<file path="config.mk">
export PLATFORM = sky130hd
export DESIGN_NAME = grid_scan_driver
export DESIGN_NICKNAME = d
export VERILOG_FILES = /design/src/rtl/game_of_life_pkg.sv /design/src/rtl/grid_popcount.sv /design/src/rtl/grid_scan_driver.sv
export SDC_FILE = /design/constraint.sdc
export NUM_CORES = 1
export LEC_CHECK = 0
export CAP_MARGIN = 20
export CORE_ASPECT_RATIO = 0.75
export CORE_MARGIN = 3
export CORE_UTILIZATION = 50
export CTS_CLUSTER_DIAMETER = 50
export DETAILED_ROUTE_END_ITERATION = 10
export PLACE_DENSITY_LB_ADDON = 0.1
export SETUP_SLACK_MARGIN = 0.3
export SYNTH_ARGS = -nofsm -noshare
export SYNTH_HDL_FRONTEND = slang
export SYNTH_SLANG_ARGS = --single-unit
</file>
<file path="constraint.sdc">
create_clock -name clka -period 7.15 [get_ports clka]
set_input_delay 1.43 -clock clka [delete_from_list [all_inputs] [get_ports clka]]
set_output_delay 1.43 -clock clka [all_outputs]
set_load 0.05 [all_outputs]
</file>
<file path="src/rtl/game_of_life_pkg.sv">
// Shared constants and scan-state type for the life display path.
// The helper sizes the scan counter so it can hold the longer of the two phases.
package game_of_life_pkg;
  localparam int GRID_N     = 7;
  localparam int GRID_CELLS = GRID_N * GRID_N;

  typedef enum logic {
    ST_BLANK = 1'b0,
    ST_DRIVE = 1'b1
  } scan_state_t;

  function automatic int cnt_width(input int a, input int b);
    int m;
    m = (a > b) ? a : b;
    return (m > 1) ? $clog2(m) : 1;
  endfunction
endpackage

</file>
<file path="src/rtl/grid_popcount.sv">
// Combinational live-cell counter for one 7x7 generation (result 0..49).
module grid_popcount
  import game_of_life_pkg::*;
(
  input  logic [GRID_CELLS-1:0] cells,
  output logic [5:0]            count
);
  always_comb begin
    count = '0;
    for (int i = 0; i < GRID_CELLS; i++) begin
      count = count + 6'(cells[i]);
    end
  end
endmodule

</file>
<file path="src/rtl/grid_scan_driver.sv">
// Row-multiplexed LED scan of a double-buffered 7x7 life grid, clocked on negedge clka.
// A new grid waits in pend and is swapped into disp only at a frame boundary.
module grid_scan_driver
  import game_of_life_pkg::*;
#(
  parameter int DWELL = 1000,
  parameter int BLANK = 16
) (
  input  logic        clka,
  input  logic        stop,
  input  logic [48:0] grid,
  input  logic        grid_load,
  output logic [6:0]  row_sel,
  output logic [6:0]  col_data,
  output logic        frame_start,
  output logic        load_ack,
  output logic [5:0]  pop_count,
  output logic        scan_state
);
  localparam int CW = cnt_width(DWELL, BLANK);
  localparam logic [CW-1:0] BLANK_LAST = CW'(BLANK - 1);
  localparam logic [CW-1:0] DWELL_LAST = CW'(DWELL - 1);

  scan_state_t   state, state_nx;
  logic [2:0]    row, row_nx;
  logic [CW-1:0] cnt, cnt_nx;
  logic [48:0]   pend, disp;
  logic          pend_valid;
  logic [5:0]    pend_pop;
  logic          boundary;
  logic [6:0]    disp_rows [GRID_N];

  // Handshake: grid_load is a one-cycle request with no ready; the driver
  // always accepts it, the latest request before a boundary wins, and
  // load_ack pulses the cycle after that pend value becomes the display.
  assign boundary = (state == ST_BLANK) && (row == 3'd0) && (cnt == '0);

  grid_popcount u_popcount (
    .cells (pend),
    .count (pend_pop)
  );

  always_comb begin
    state_nx = state;
    row_nx   = row;
    cnt_nx   = cnt + CW'(1);
    unique case (state)
      ST_BLANK: begin
        if (cnt == BLANK_LAST) begin
          state_nx = ST_DRIVE;
          cnt_nx   = '0;
        end
      end
      ST_DRIVE: begin
        if (cnt == DWELL_LAST) begin
          state_nx = ST_BLANK;
          cnt_nx   = '0;
          row_nx   = (row == 3'd6) ? 3'd0 : row + 3'd1;
        end
      end
      default: ;
    endcase
  end

  always_ff @(negedge clka) begin
    if (stop) begin
      state      <= ST_BLANK;
      row        <= 3'd0;
      cnt        <= '0;
      pend       <= '0;
      pend_valid <= 1'b0;
      disp       <= '0;
      pop_count  <= '0;
      load_ack   <= 1'b0;
    end else begin
      state    <= state_nx;
      row      <= row_nx;
      cnt      <= cnt_nx;
      load_ack <= boundary && pend_valid;
      if (boundary && pend_valid) begin
        disp      <= pend;
        pop_count <= pend_pop;
      end
      // A load on the boundary edge refills pend after the old value moved out.
      if (grid_load) begin
        pend       <= grid;
        pend_valid <= 1'b1;
      end else if (boundary) begin
        pend_valid <= 1'b0;
      end
    end
  end

  for (genvar r = 0; r < GRID_N; r++) begin : g_rows
    assign disp_rows[r] = disp[GRID_N*r +: GRID_N];
  end

  always_comb begin
    row_sel  = '0;
    col_data = '0;
    if (state == ST_DRIVE) begin
      row_sel  = 7'b1 << row;
      col_data = disp_rows[row];
    end
  end

  // Reset state looks like a boundary, so the pulse is held off while stop is high.
  assign frame_start = boundary && !stop;
  assign scan_state  = (state == ST_DRIVE);
endmodule

</file>
==> results.py <==
metrics = {
    "floorplanning": {
        "start_util": 0.522,
        "die_w_um": 134,
        "ioPinCount": 75,
        "core_mm2": 0.0118,
        "row_count": 34,
        "die_h_um": 102,
        "die-area_mm2": 0.0137,
    },
    "yosys": {
        "synth-async-reset-ratio": 0,
        "synth.avg_cell_area_um2": 9.16,
        "yosysWarnings": 0,
        "synth_largest_area_cell": "dfxtp_1",
        "synth_area_mm2": 0.00617,
        "synth-main-ff-cell": "dfxtp_1",
        "netlist_instances": 674,
        "synth_cell_type_count": 43,
        "ys_seq_area_frac": 0.389,
        "synth_fp_nets": 780,
        "synth_most_common_cell": "dfxtp_1",
        "synth_area_leaders": "dfxtp_1 (39%), fa_1 (13%), mux2i_1 (9.4%)",
        "synth_edf_count": 0,
        "synth_common_cells": "dfxtp_1 (120), nand2_1 (116), inv_1 (79)",
        "ys_seq_elements": 120,
        "synth_top_cell_area_share": 0.389,
    },
    "finish": {
        "area_growth_pct": 32.8,
        "area.sequential_mm2": 0.00241,
        "multiInputGateArea_mm2": 0.00330,
        "nets": 963,
        "drive_above_1_share": 0.0954,
        "finalInstanceArea_mm2": 0.00820,
        "n_antenna_cell": 0,
        "n_fill_cell": 962,
    },
    "timing": {
        "setup_viol": 0,
        "hold_violations": 0,
        "slew_headroom": 0.600,
        "setup-tns-final_ps": 0,
        "clock_skew_ps": 20.1,
        "rsz0062_at_grt": "yes",
        "slew_viol_final": 0,
        "worst_pin_slew_ps": 600,
    },
    "place": {
        "gp_congestion": 0.863,
        "dpl.hpwl_mm": 10.8,
        "portBuffers": 74,
        "dpl-instance-area_mm2": 0.00711,
    },
    "worst_setup_path": {
        "r2r_setup_slack_ps": 1490,
        "cp.required_ps": 5720,
        "worstReg2RegEnd": "pop_count[5]$_SDFFE_NP0P_",
        "cp-end-kind": "output pin",
        "worst_setup_path_start_kind": "flip-flop",
        "worstPathArrival_ps": 5460,
        "rr_startpoint": "pend[0]$_SDFFE_NP0P_",
        "cp_max_fo": 5,
        "reg2regPathDepth": 17,
        "path_class": "flip-flop to output pin",
    },
    "drt": {
        "detail_route.wl_per_cell_um": 15.0,
        "wirelength_mm": 15.5,
        "dr_total_vias": 5155,
        "viasPerCell": 5.00,
        "postRouteAntennaNets": 0,
        "first_pass_iters": 5,
        "drc": 0,
        "detailedRoute.firstIterationViolations": 350,
    },
    "global_routing": {
        "grt_most_used_layer": "met2",
        "grt_use_met3": 0.0743,
        "gr-usage-met1": 0.301,
        "grt_pass1_vias": 5371,
        "grt_max_degree": 73,
        "grtUsageTotal": 0.235,
        "met2_usage": 0.364,
        "grt_pass1_wl_mm": 25.4,
        "antenna_found_initial": 0,
        "overflow": 0,
    },
    "clocking": {
        "postCtsHoldBufs": 0,
        "cts-root-buf": "clkbuf_16",
        "cts_sinks": 120,
        "cts_htree_levels": 4,
        "cts_tree": "built",
        "clockBufferDepth": 2,
        "path_clk_slew_ps": 40,
        "cts_buffers": 17,
        "worstSkewPairLatency_ps": 450,
    },
    "power_and_ir_drop": {
        "powerDensity_mw_per_mm2": 338,
        "cellLeakagePower_nw": 3.93,
        "peakVddDrop_uv": 243,
    },
    "min_path": {
        "hp-class": "flip-flop to flip-flop",
        "holdPathStages": 2,
        "hold_path.startpoint": "disp[44]$_SDFFE_NP0P_",
        "hold_path_end": "disp[44]$_SDFFE_NP0P_",
    },
    "run_status": {
        "outcome": "finished, final reports clean",
    },
    "flow_run": {
        "maxCapViolCount": 0,
    },
}
## registers in the layout (all words and copies together) (netlist names)
name,cells
pop_count,6
load_ack,1
pend,49
cnt,10
pend_valid,1
scan_state,1
row,3
disp,49
## worst max-delay path, stage by stage (launching register included)
cell	delay (ps)
dfxtp_4	390
buf_6	120
mux4_2	500
o211a_1	280
buf_12	160
## area by class of cell
class,instances,area share
Inverter,78,0.0357
Multi-Input combinational cell,433,0.402
Tap cell,162,0.0247
Timing Repair Buffer,87,0.122
Clock buffer,17,0.0519
Clock inverter,135,0.0692
Sequential cell,120,0.294
## per-stage QoR
stage	utilization	total power [mW]	std cells	hold WS, ps	worst slack, ps
2_1_floorplan	-	1.57	674	429	378
3_3_place_gp	0.601	1.77	877	441	372
3_5_place_dp	0.601	1.81	877	443	302
4_1_cts	0.691	2.80	1032	447	258
5_1_grt	0.693	3.00	1032	468	203
6_report	0.693	2.77	1032	449	262
## layer usage
| layer | share of wire | wire length [um] |
|---|---|---|
| met4 | 0.014 | 210 |
| met1 | 0.46 | 7080 |
| met5 | 0 | 0 |
| met2 | 0.48 | 7410 |
| met3 | 0.053 | 819 |
## placed cells by master, fill, tap and decap left out, drive strengths merged, types with 14 or more instances in the layout
cell type      synthesis  final
clkdlybuf4s50          0     56
a21oi                 59     59
ha                    14     14
mux2i                 58     58
nand2                116    116
nor2                  68     68
dfxtp                120    120
fa                    40     40
clkbuf                19     18
buf                   23     28
inv                   79    209
## worst max-delay path by stage
stage                          startpoint          end  cells after the start
floorplan           scan_state$_SDFF_NP0_   row_sel[2]                      3
global placement      row[0]$_SDFFE_NP0P_   row_sel[4]                      3
detailed placement    row[0]$_SDFFE_NP0P_   row_sel[0]                      3
CTS                   row[0]$_SDFFE_NP0P_  col_data[4]                      4
global route          row[0]$_SDFFE_NP0P_  col_data[4]                      4
finish                row[0]$_SDFFE_NP0P_  col_data[4]                      4
## logic make-up after synthesis
kind of cell | share of synthesized area
xor+xnor | 0.0128
compound gates | 0.0825
simple gates | 0.153
buf+inv | 0.0841
fa+ha+maj | 0.158
mux | 0.120
flops | 0.389
## timing repair
action / CTS / global route
resized for setup: 11 / 7
buffers inserted: 4 / 0
pin swaps: 0 / 1
setup endpoints to repair: 16 / 9
cloned: 0 / 0
## power by group
part | total (mW) | switching, mW | internal, mW
Clock | 1.06 | 0.521 | 0.542
Sequential | 0.740 | 0.0314 | 0.708
Combinational | 0.971 | 0.533 | 0.438
No activity file was read; power rests on OpenSTA's default activity.
